$ cat src/rtl/shift_unit_seq_pkg.sv
// rtl/shift_unit_seq_pkg.sv - mode codes and FSM state encoding for the multi-cycle shifter
package cpu_shift_pkg;

  localparam logic [2:0] SH_SHR  = 3'b000;
  localparam logic [2:0] SH_SHRA = 3'b001;
  localparam logic [2:0] SH_SHL  = 3'b010;
  localparam logic [2:0] SH_SHLA = 3'b011;
  localparam logic [2:0] SH_ROR  = 3'b100;
  localparam logic [2:0] SH_ROL  = 3'b101;

  typedef enum logic [1:0] {
    ST_IDLE  = 2'd0,
    ST_SHIFT = 2'd1,
    ST_DONE  = 2'd2
  } state_t;

  // Codes 110/111 are not shifts; the unit passes the operand through for them.
  function automatic logic mode_legal(input logic [2:0] m);
    return (m <= SH_ROL);
  endfunction

endpackage

$ cat src/rtl/shift_unit_seq_if.sv
// rtl/shift_unit_seq_if.sv - start/done request bus between control unit and shifter
interface shift_unit_seq_if #(
  parameter int DATA_WIDTH = 32,
  parameter int AMT_WIDTH  = $clog2(DATA_WIDTH)
);
  logic                  start;
  logic [2:0]            mode;
  logic [DATA_WIDTH-1:0] a_in;
  logic [AMT_WIDTH-1:0]  amt_in;
  logic                  busy;
  logic                  done;
  logic [DATA_WIDTH-1:0] result;
  logic                  ovf;

  modport master (
    output start, mode, a_in, amt_in,
    input  busy, done, result, ovf
  );

  modport slave (
    input  start, mode, a_in, amt_in,
    output busy, done, result, ovf
  );
endinterface

$ cat src/rtl/shift_unit_seq_shift_step.sv
// rtl/shift_unit_seq_shift_step.sv - combinational single-step shifter by k with shla overflow
module shift_step
  import cpu_shift_pkg::*;
#(
  parameter int DATA_WIDTH = 32,
  parameter int STEP       = 4,
  parameter int K_WIDTH    = $clog2(STEP) + 1
) (
  input  logic [2:0]            i_mode,
  input  logic [DATA_WIDTH-1:0] i_data,
  input  logic [K_WIDTH-1:0]    i_k,
  output logic [DATA_WIDTH-1:0] o_data,
  output logic                  o_ovf
);

  logic [31:0]           w_k;
  logic [31:0]           w_kc;
  logic [DATA_WIDTH-1:0] w_shl;
  logic [DATA_WIDTH-1:0] w_back;

  assign w_k   = 32'(i_k);
  assign w_kc  = 32'(DATA_WIDTH) - w_k;
  assign w_shl = i_data << w_k;
  // Overflow when shifting back arithmetically does not recover the input,
  // i.e. the top k+1 bits were not all equal.
  assign w_back = $signed(w_shl) >>> w_k;

  // Select the shifted value for the current mode; illegal modes pass through.
  always_comb begin
    o_data = i_data;
    o_ovf  = 1'b0;
    case (i_mode)
      SH_SHR:  o_data = i_data >> w_k;
      SH_SHRA: o_data = $signed(i_data) >>> w_k;
      SH_SHL:  o_data = w_shl;
      SH_SHLA: begin
        o_data = w_shl;
        o_ovf  = (w_back != i_data);
      end
      SH_ROR:  o_data = (i_data >> w_k) | (i_data << w_kc);
      SH_ROL:  o_data = (i_data << w_k) | (i_data >> w_kc);
      default: ;
    endcase
  end

endmodule

$ cat src/rtl/shift_unit_seq.sv
// rtl/shift_unit_seq.sv - multi-cycle shift/rotate unit with start/done handshake
module shift_unit_seq
  import cpu_shift_pkg::*;
#(
  parameter int DATA_WIDTH = 32,
  parameter int STEP       = 4,
  parameter int AMT_WIDTH  = $clog2(DATA_WIDTH)
) (
  input logic             clock,
  input logic             clear,
  shift_unit_seq_if.slave bus
);

  localparam int K_WIDTH = $clog2(STEP) + 1;

  state_t                r_state,   w_state_nxt;
  logic [DATA_WIDTH-1:0] r_work,    w_work_nxt;
  logic [DATA_WIDTH-1:0] r_result,  w_result_nxt;
  logic [2:0]            r_mode,    w_mode_nxt;
  logic [AMT_WIDTH-1:0]  r_rem,     w_rem_nxt;
  logic                  r_ovf_acc, w_ovf_acc_nxt;
  logic                  r_ovf,     w_ovf_nxt;

  logic [K_WIDTH-1:0]    w_k;
  logic [DATA_WIDTH-1:0] w_step_data;
  logic                  w_step_ovf;

  // A full STEP while enough distance remains, otherwise the remainder.
  assign w_k = (32'(r_rem) >= 32'(STEP)) ? K_WIDTH'(STEP) : K_WIDTH'(r_rem);

  shift_step #(
    .DATA_WIDTH (DATA_WIDTH),
    .STEP       (STEP),
    .K_WIDTH    (K_WIDTH)
  ) u_step (
    .i_mode (r_mode),
    .i_data (r_work),
    .i_k    (w_k),
    .o_data (w_step_data),
    .o_ovf  (w_step_ovf)
  );

  // Next-state and datapath update; result/ovf only move on entry to DONE.
  always_comb begin
    w_state_nxt   = r_state;
    w_work_nxt    = r_work;
    w_result_nxt  = r_result;
    w_mode_nxt    = r_mode;
    w_rem_nxt     = r_rem;
    w_ovf_acc_nxt = r_ovf_acc;
    w_ovf_nxt     = r_ovf;
    case (r_state)
      ST_IDLE: begin
        if (bus.start) begin
          w_work_nxt    = bus.a_in;
          w_mode_nxt    = bus.mode;
          w_rem_nxt     = bus.amt_in;
          w_ovf_acc_nxt = 1'b0;
          if ((bus.amt_in != '0) && mode_legal(bus.mode)) begin
            w_state_nxt = ST_SHIFT;
          end else begin
            w_state_nxt  = ST_DONE;
            w_result_nxt = bus.a_in;
            w_ovf_nxt    = 1'b0;
          end
        end
      end
      ST_SHIFT: begin
        w_work_nxt    = w_step_data;
        w_rem_nxt     = r_rem - AMT_WIDTH'(w_k);
        w_ovf_acc_nxt = r_ovf_acc | w_step_ovf;
        if (w_rem_nxt == '0) begin
          w_state_nxt  = ST_DONE;
          w_result_nxt = w_step_data;
          w_ovf_nxt    = r_ovf_acc | w_step_ovf;
        end
      end
      ST_DONE: w_state_nxt = ST_IDLE;
      default: w_state_nxt = ST_IDLE;
    endcase
  end

  // State and datapath registers; clear aborts any operation in flight.
  always_ff @(posedge clock) begin
    if (clear) begin
      r_state   <= ST_IDLE;
      r_work    <= '0;
      r_result  <= '0;
      r_mode    <= '0;
      r_rem     <= '0;
      r_ovf_acc <= 1'b0;
      r_ovf     <= 1'b0;
    end else begin
      r_state   <= w_state_nxt;
      r_work    <= w_work_nxt;
      r_result  <= w_result_nxt;
      r_mode    <= w_mode_nxt;
      r_rem     <= w_rem_nxt;
      r_ovf_acc <= w_ovf_acc_nxt;
      r_ovf     <= w_ovf_nxt;
    end
  end

  assign bus.busy   = (r_state != ST_IDLE);
  assign bus.done   = (r_state == ST_DONE);
  assign bus.result = r_result;
  assign bus.ovf    = r_ovf;

endmodule

$ cat src/flat_wrapper.sv
// flat-port wrapper written by rule: the top's interface ports become plain ports
module shift_unit_seq_flat import cpu_shift_pkg::*;
#(
  parameter int DATA_WIDTH = 32,
  parameter int STEP       = 4,
  parameter int AMT_WIDTH  = $clog2(DATA_WIDTH)
)
  (clock, clear, bus_start, bus_mode, bus_a_in, bus_amt_in, bus_busy, bus_done, bus_result, bus_ovf);
  shift_unit_seq_if #(.DATA_WIDTH(DATA_WIDTH), .AMT_WIDTH(AMT_WIDTH)) bus_i ();
  input logic clock;
  input logic clear;
  input wire logic [$bits(bus_i.start)-1:0] bus_start;
  input wire logic [$bits(bus_i.mode)-1:0] bus_mode;
  input wire logic [$bits(bus_i.a_in)-1:0] bus_a_in;
  input wire logic [$bits(bus_i.amt_in)-1:0] bus_amt_in;
  output wire logic [$bits(bus_i.busy)-1:0] bus_busy;
  output wire logic [$bits(bus_i.done)-1:0] bus_done;
  output wire logic [$bits(bus_i.result)-1:0] bus_result;
  output wire logic [$bits(bus_i.ovf)-1:0] bus_ovf;
  assign bus_i.start = bus_start;
  assign bus_i.mode = bus_mode;
  assign bus_i.a_in = bus_a_in;
  assign bus_i.amt_in = bus_amt_in;
  assign bus_busy = bus_i.busy;
  assign bus_done = bus_i.done;
  assign bus_result = bus_i.result;
  assign bus_ovf = bus_i.ovf;
  shift_unit_seq #(.DATA_WIDTH(DATA_WIDTH), .STEP(STEP), .AMT_WIDTH(AMT_WIDTH)) u_core (.clock(clock), .clear(clear), .bus(bus_i));
endmodule
$ cat config.mk
export PLATFORM = sky130hd
export DESIGN_NAME = shift_unit_seq_flat
export DESIGN_NICKNAME = d
export VERILOG_FILES = /design/src/rtl/shift_unit_seq_pkg.sv /design/src/rtl/shift_unit_seq_if.sv /design/src/rtl/shift_unit_seq_shift_step.sv /design/src/rtl/shift_unit_seq.sv /design/src/flat_wrapper.sv
export SDC_FILE = /design/constraint.sdc
export NUM_CORES = 1
export LEC_CHECK = 0
export ABC_AREA = 1
export BUFFER_PORTS_ARGS = -buffer_cell sky130_fd_sc_hd__buf_2
export CORE_MARGIN = 2
export CORE_UTILIZATION = 51
export CTS_BUF_LIST = sky130_fd_sc_hd__clkbuf_8
export CTS_CLUSTER_DIAMETER = 200
export DETAILED_ROUTE_END_ITERATION = 16
export GPL_ROUTABILITY_DRIVEN = 0
export PLACE_DENSITY_LB_ADDON = 0.05
export SLEW_MARGIN = 0
export SYNTH_ARGS = -nofsm -noshare
export SYNTH_HDL_FRONTEND = slang
export SYNTH_HIERARCHICAL = 1
export SYNTH_SLANG_ARGS = --single-unit
$ cat constraint.sdc
create_clock -name clock -period 4.18 [get_ports clock]
set_clock_uncertainty 0.2 [all_clocks]
set_input_delay 0 -clock clock [delete_from_list [all_inputs] [get_ports clock]]
set_output_delay 0 -clock clock [all_outputs]
set_load 0.02 [all_outputs]
==> results.md, run 1 <==
* Die height at 129.5 um
* Final instance area at 9173 um2
* CP Capture Type: flip-flop
* Seq/Total Area, Yosys at 18.93%
* Setup TNS at 0 ns
* Root Buffer: clkbuf_8
* N_diodes at 0
* Status: complete, no violations
* Syn Nets at 1462
* DP HPWL at 21330 um
* Pin count of the biggest net entering global routing at 71
* Maximum VDD drop at 0.6148 mV
* Yosys cell types at 53
* Worst Setup SP: u_core/r_rem[2]$_SDFFE_PP0P_
* Met1 GRT Util at 46.24%
* Critical-path maximum fanout at 26
* Ys flop type: dfxtp_1
* Max Cap Violations at 0
* Die width at 129.5 um
* P&R area growth vs syn at 14.12%
* Initial antenna violation count at 0
* GRT met2 Usage at 58.33%
* Finished Layout Cells at 1700
* Share of post-route cells with drive strength above 1 at 11.55%
* Met3 GRT Util at 5.450%
* Worst R2R Start: u_core/r_rem[2]$_SDFFE_PP0P_
* Synth top cells by count: nand2_1, o21ai_0, inv_1
* Hold path start: bus_start
* Most used routing layer: met2
* Initial core utilization at 52.48%
* Total Nets Final at 1530
* Worst-Margin Slew at 0.7249 ns
* Rows at 45
* Vias at 9979
* Worst EP arrival at 3.96 ns
* Yosys reg bits at 76
* LEAKAGE at 4.417 nW
* Max Freq at 255.7 MHz
* CTS tree: built
* EDFF count, synth at 0
* Yosys synthesis warning count at 6
* Die area at 16780 um2
* Skew-Pair Late Insertion Delay at 0.36 ns
* Post-synth top area share at 20.50%
* Final Hold Viols at 0
* Number of buffers added on ports at 77
* Hold WC Path Type: primary input to flip-flop
* Placed Instances at 1633
* Synthesized cell area at 8038 um2
* Placed instance area at 8404 um2
* H-tree depth at 3
* DRC violations left at 0
* Endpoints failing setup at 0
* Global-route wire length before repair at 47360 um
* Top-count cell post-synth: nand2_1
* Gr ovfl total at 0
* Routed WL at 30090 um
* DR iter-0 viols at 1220
* Vias in the first global route at 9060
* # IOs at 78
* Synth top area cells: nand2_1, dfxtp_1, o21ai_0
* Slew headroom at 51.50%
* RSZ-0062 raised after global routing: false
* Setup CP Type: flip-flop to flip-flop
* Tot Pwr at 8.849 mW
* Number of nets with antenna violations after routing at 0
* Pre-antenna DRT Iters at 5
* Final worst-path cycle share at 93.56%
* Total setup buffers inserted after CTS at 0
* Clock transition at path regs at 0.09 ns
* Fraction of registers with async set/reset at 0%
* GR Util All Layers at 35.65%
* Final Slew Violations at 0
* Clock Path Buffers at 2
* Vias per inst at 5.870
* Wirelength per Cell at 17.70 um
* PwrDens at 964.7 nW/um2
* CTS sink cnt at 76
* Minimum clock period at 3.911 ns
* Synth area leader: nand2_1
* Syn Area/Cell at 5.676 um2
* Cells after Synth at 1416
* Critical Path RT at 4.23 ns
* CTS Buf Count at 9
* Core area at 15310 um2
* Startpoint types: flip-flop
[final timing paths]
kind | endpoint | slack, ns | cells past startpoint
min | u_core/r_rem[0]$_SDFFE_PP0P_ | 0.04 | 5
max | u_core/r_ovf_acc$_SDFFE_PP0P_ | 0.27 | 21
min reg2reg | u_core/bus.result[11]$_SDFFE_PP0P_ | 0.31 | 4
max reg2reg | u_core/r_ovf_acc$_SDFFE_PP0P_ | 0.27 | 21
[flip-flops by register name, summed over array words and instances (netlist names)]
register and count:
u_core/bus.result 32, u_core/r_work 32, u_core/bus.ovf 1, u_core/r_mode 3, u_core/r_rem 5, u_core/r_state 2
u_core/r_ovf_acc 1
[what timing repair did]
action	4_1_cts	5_1_grt
gates resized for setup	0	8
hold endpoints to repair	75	0
hold buffers	51	0
setup endpoints to repair	0	1
[through the flow]
step / setup slack (ns) / util [%] / hold slack [ns]
finish: 0.2693 / 59.89 / 0.03728
global route: 0.009217 / 59.89 / 0.04089
CTS: 0.1305 / 59.74 / 0.005559
detailed placement: 0.5176 / 54.88 / 0.08141
global placement: 0.6050 / 54.88 / 0.07467
floorplan: 0.7557 / - / -0.1309
[cell usage in the layout, fill, tap and decap left out, types with 5 or more instances in the layout]
master,Yosys,final
nand2_1,439,439
o211ai_1,17,17
a21oi_1,90,90
nor2_1,108,106
nand3_1,72,72
nand4_1,35,35
nor2_4,4,6
mux2i_1,35,35
dlygate4sd3_1,0,51
buf_4,6,24
o21ai_1,12,12
a31oi_1,18,18
nand3_2,11,11
a311oi_1,6,6
nand2_2,15,15
o21ai_0,172,172
a221oi_1,6,6
clkbuf_8,0,11
buf_2,34,77
dfxtp_1,76,76
inv_2,8,9
nor3_1,5,5
inv_1,130,129
[worst max-delay path, stage by stage, from the launching register on]
cell           delay [ns]
dfxtp_1              0.34
inv_1                0.10
nand2_2              0.25
nor2_4               0.08
inv_4                0.18
buf_4                0.37
nand2_2              0.12
nand3_1              0.13
nand3_1              0.17
nand3_1              0.11
nand3_1              0.07
nand3_1              0.13
nand2_1              0.06
nand2_1              0.05
nand2_1              0.05
nor2_1               0.09
nand2_1              0.07
nor2_1               0.22
nor2_1               0.08
o21ai_0              0.23
a21oi_1              0.11
dlygate4sd3_1        0.57
[per-layer routing]
metal | routed length (um) | share of wire [%]
met1 | 12270 | 41
met2 | 13640 | 45
met3 | 2630 | 8.7
met4 | 1554 | 5.2
met5 | 0 | 0
[cell families (layout without fill, tap and decap cells)]
logic type	count (synthesis)	after routing	synth area share, %
fa+ha+maj	3	3	0.4670
mux	35	35	4.359
xor+xnor	1	1	0.1090
buf+inv	242	315	13.18
other cells	1	1	0.04666
flops	76	76	18.93
compound gates	357	357	25.34
simple gates	701	701	37.56
[final cells by class]
| class | instances | area [um2] |
|---|---|---|
| Timing Repair Buffer | 156 | 1142 |
| Clock inverter | 5 | 82.58 |
| Sequential cell | 76 | 1521 |
| Tap cell | 211 | 264.0 |
| Fill cell | 1554 | 6142 |
| Inverter | 143 | 539.3 |
| Clock buffer | 11 | 151.4 |
| Multi-Input combinational cell | 1098 | 5472 |
[where the power goes]
part | leakage (nW) | internal, mW | total [mW] | switching (mW)
registers | 0.628 | 1.02 | 1.33 | 0.314
clock network | 0.120 | 0.371 | 0.666 | 0.295
logic | 3.67 | 2.14 | 6.85 | 4.71
No activity file was read; power rests on OpenSTA's default activity.
==> run 2: changes to the inputs <==
--- a/config.mk
+++ b/config.mk
@@ -9,7 +9,6 @@
 export BUFFER_PORTS_ARGS = -buffer_cell sky130_fd_sc_hd__buf_2
 export CORE_MARGIN = 2
 export CORE_UTILIZATION = 51
-export CTS_BUF_LIST = sky130_fd_sc_hd__clkbuf_8
 export CTS_CLUSTER_DIAMETER = 200
 export DETAILED_ROUTE_END_ITERATION = 16
 export GPL_ROUTABILITY_DRIVEN = 0
==> constraint.sdc (replaced) <==
create_clock -name clock -period 4.24 [get_ports clock]
set_clock_uncertainty 0.2 [all_clocks]
set_input_delay 0 -clock clock [delete_from_list [all_inputs] [get_ports clock]]
set_output_delay 0 -clock clock [all_outputs]
set_load 0.02 [all_outputs]
==> results.md, run 2 (synthesis gave the netlist of run 1 again) <==
* Status: complete, no violations (unchanged)
* Pre-antenna DRT Iters at 7 (was 5)
* Max Cap Violations at 0 (unchanged)
* Slew headroom at 51.43% (was 51.50%)
* Crit path depth at 18 (was 21)
* Vias in the first global route at 8929 (was 9060)
* Critical-path maximum fanout at 63 (was 26)
* Setup TNS at 0 ns (unchanged)
* Placed instance area at 8427 um2 (was 8404 um2)
* Worst Setup SP: u_core/r_rem[4]$_SDFFE_PP0P_ (was u_core/r_rem[2]$_SDFFE_PP0P_)
* Pin count of the biggest net entering global routing at 71 (unchanged)
* CP peak stage delay at 0.57 ns (about the same)
* Number of nets with antenna violations after routing at 0 (unchanged)
* Finished Layout Cells at 1703 (was 1700)
* Rows at 45 (unchanged)
* Core area at 15310 um2 (unchanged)
* Worst EP arrival at 3.94 ns (was 3.96 ns)
* Placed Instances at 1636 (was 1633)
* # IOs at 78 (unchanged)
* DRC violations left at 0 (unchanged)
* Final Util at 60.52% (was 59.89%)
* CTS sink cnt at 76 (unchanged)
* Worst-Margin Slew at 0.7259 ns (was 0.7249 ns)
* P&R area growth vs syn at 15.32% (was 14.12%)
* Critical path's slowest cell: dlygate4sd3_1 (unchanged)
* Layout filler cell count at 1592 (was 1554)
* Final worst-path cycle share at 92.20% (was 93.56%)
* Gr ovfl total at 0 (unchanged)
* GR Util All Layers at 35.62% (was 35.65%)
* Crit-path leading delay family: simple AND/OR/NAND/NOR gates (unchanged)
* Minimum clock period at 3.909 ns (was 3.911 ns)
* Vias at 10020 (was 9979)
* Global-route wire length before repair at 47010 um (was 47360 um)
* Initial antenna violation count at 0 (unchanged)
* DR iter-0 viols at 1252 (was 1220)
* CP cell instances: nor2_2, nand2_2, nor2_4, buf_8, nand3_1, nand3_4, nand2_2, nand2_2, nand3_1, nand3_1, nand2_1, nor2_1, nand2_1, nor2_1, nor2_1, o21ai_0, a21oi_1, dlygate4sd3_1 (was inv_1, nand2_2, nor2_4, inv_4, buf_4, nand2_2, nand3_1, nand3_1, nand3_1, nand3_1, nand3_1, nand2_1, nand2_1, nand2_1, nor2_1, nand2_1, nor2_1, nor2_1, o21ai_0, a21oi_1, dlygate4sd3_1)
* Maximum VDD drop at 0.7038 mV (was 0.6148 mV)
* Critical Path RT at 4.27 ns (was 4.23 ns)
* Share of post-route cells with drive strength above 1 at 11.73% (was 11.55%)
* Endpoints failing setup at 0 (unchanged)
* Routed WL at 30170 um (was 30090 um)
* CTS Buf Count at 9 (unchanged)
* Commonest cells after routing, fill and taps aside: nand2_1, o21ai_0, inv_1 (unchanged)
* Wirelength per Cell at 17.72 um (was 17.70 um)
* Worst R2R End: u_core/r_ovf_acc$_SDFFE_PP0P_ (unchanged)
* Number of buffers added on ports at 77 (unchanged)
* Initial core utilization at 52.48% (unchanged)
* CTS tree: built (unchanged)
* N_diodes at 0 (unchanged)
* DP HPWL at 21550 um (was 21330 um)
* Hold WC Path Type: primary input to flip-flop (unchanged)
* Worst reg2reg path depth at 18 (was 21)
* Root Buffer: clkbuf_16 (was clkbuf_8)
* Worst R2R Start: u_core/r_rem[4]$_SDFFE_PP0P_ (was u_core/r_rem[2]$_SDFFE_PP0P_)
* Critical path endpoint: u_core/r_ovf_acc$_SDFFE_PP0P_ (unchanged)
* Total Nets Final at 1534 (was 1530)
* CP Capture Type: flip-flop (unchanged)
* Setup CP Type: flip-flop to flip-flop (unchanged)
* Final Hold Viols at 0 (unchanged)
* CP Buf/Inv Count at 2 (was 4)
* Most common cell after layout, fill and taps aside: nand2_1 (unchanged)
* Max Freq at 255.8 MHz (was 255.7 MHz)
* Final instance area at 9269 um2 (was 9173 um2)
* LEAKAGE at 4.462 nW (was 4.417 nW)
* Clock transition at path regs at 0.06 ns (was 0.09 ns)
* Die width at 129.5 um (unchanged)
* Clock Path Buffers at 2 (unchanged)
* Hold Crit Depth at 5 (unchanged)
* RSZ-0062 raised after global routing: false (unchanged)
* Fin Hold WS at 0.1305 ns (was 0.03728 ns)
* Skew-Pair Late Insertion Delay at 0.34 ns (was 0.36 ns)
* Startpoint types: flip-flop (unchanged)
* Die height at 129.5 um (unchanged)
* Final Slew Violations at 0 (unchanged)
* Reg2Reg Setup Slack at 0.33 ns (was 0.27 ns)
* Die area at 16780 um2 (unchanged)
* PwrDens at 956.7 nW/um2 (was 964.7 nW/um2)
* H-tree depth at 3 (unchanged)
* Vias per inst at 5.884 (was 5.870)
## run 2: final cells by class
cell class	instances	area (um2)	area share, %
Clock inverter	2	16.27	0.1755
Sequential cell	76	1521	16.41
Inverter	143	539.3	5.818
Multi-Input combinational cell	1098	5472	59.03
Clock buffer	13	280.3	3.024
Timing Repair Buffer	160	1176	12.69
Tap cell	211	264.0	2.848
## run 2: through the flow
| step | setup slack (ns) | power (mW) |
|---|---|---|
| after global routing | 0.01179 | 9.623 |
| after global placement | 0.6365 | 7.773 |
| after floorplan | 0.8157 | 6.148 |
| after detailed placement | 0.5571 | 7.816 |
| final | 0.3308 | 8.868 |
| after CTS | 0.1796 | 8.667 |
## run 2: worst min path at each step
stage	from	end	slack [ns]
finish	bus_start	u_core/r_rem[0]$_SDFFE_PP0P_	0.13
global route	bus_start	u_core/r_rem[0]$_SDFFE_PP0P_	0.16
CTS	bus_start	u_core/r_rem[0]$_SDFFE_PP0P_	0.07
detailed placement	clear	u_core/r_ovf_acc$_SDFFE_PP0P_	0.08
global placement	clear	u_core/r_ovf_acc$_SDFFE_PP0P_	0.08
floorplan	clear	u_core/r_ovf_acc$_SDFFE_PP0P_	-0.13
## run 2: routing by layer
metal / vias to the layer above / wire, um / track usage [%]
met5: - / 0 / 0
met4: 0 / 1596 / 18.98
met3: 105 / 2569 / 5.120
met2: 563 / 13520 / 56.04
met1: 4495 / 12480 / 47.30
li1: 4858 / - / -
## run 2: report_power, final
group | internal (mW) | switching (mW) | total [mW]
clock network | 0.460 | 0.306 | 0.765
logic | 2.15 | 4.64 | 6.79
registers | 1.01 | 0.310 | 1.32
total | 3.61 | 5.26 | 8.87
## run 2: worst reg2reg max path: stages, from the launching register on
cell           delay [ns]
dfxtp_1              0.33
nor2_2               0.16
nand2_2              0.20
nor2_4               0.17
buf_8                0.36
nand3_1              0.26
nand3_4              0.20
nand2_2              0.11
nand2_2              0.10
nand3_1              0.11
nand3_1              0.12
nand2_1              0.07
nor2_1               0.10
nand2_1              0.06
nor2_1               0.23
nor2_1               0.09
o21ai_0              0.25
a21oi_1              0.11
dlygate4sd3_1        0.57
## run 2: what timing repair did
action | in CTS | in global routing
endpoints found under the setup margin | 0 | 1
hold buffers | 51 | 0
gates resized for setup | 0 | 8
hold endpoints to repair | 74 | 0
buffers inserted | 0 | 1
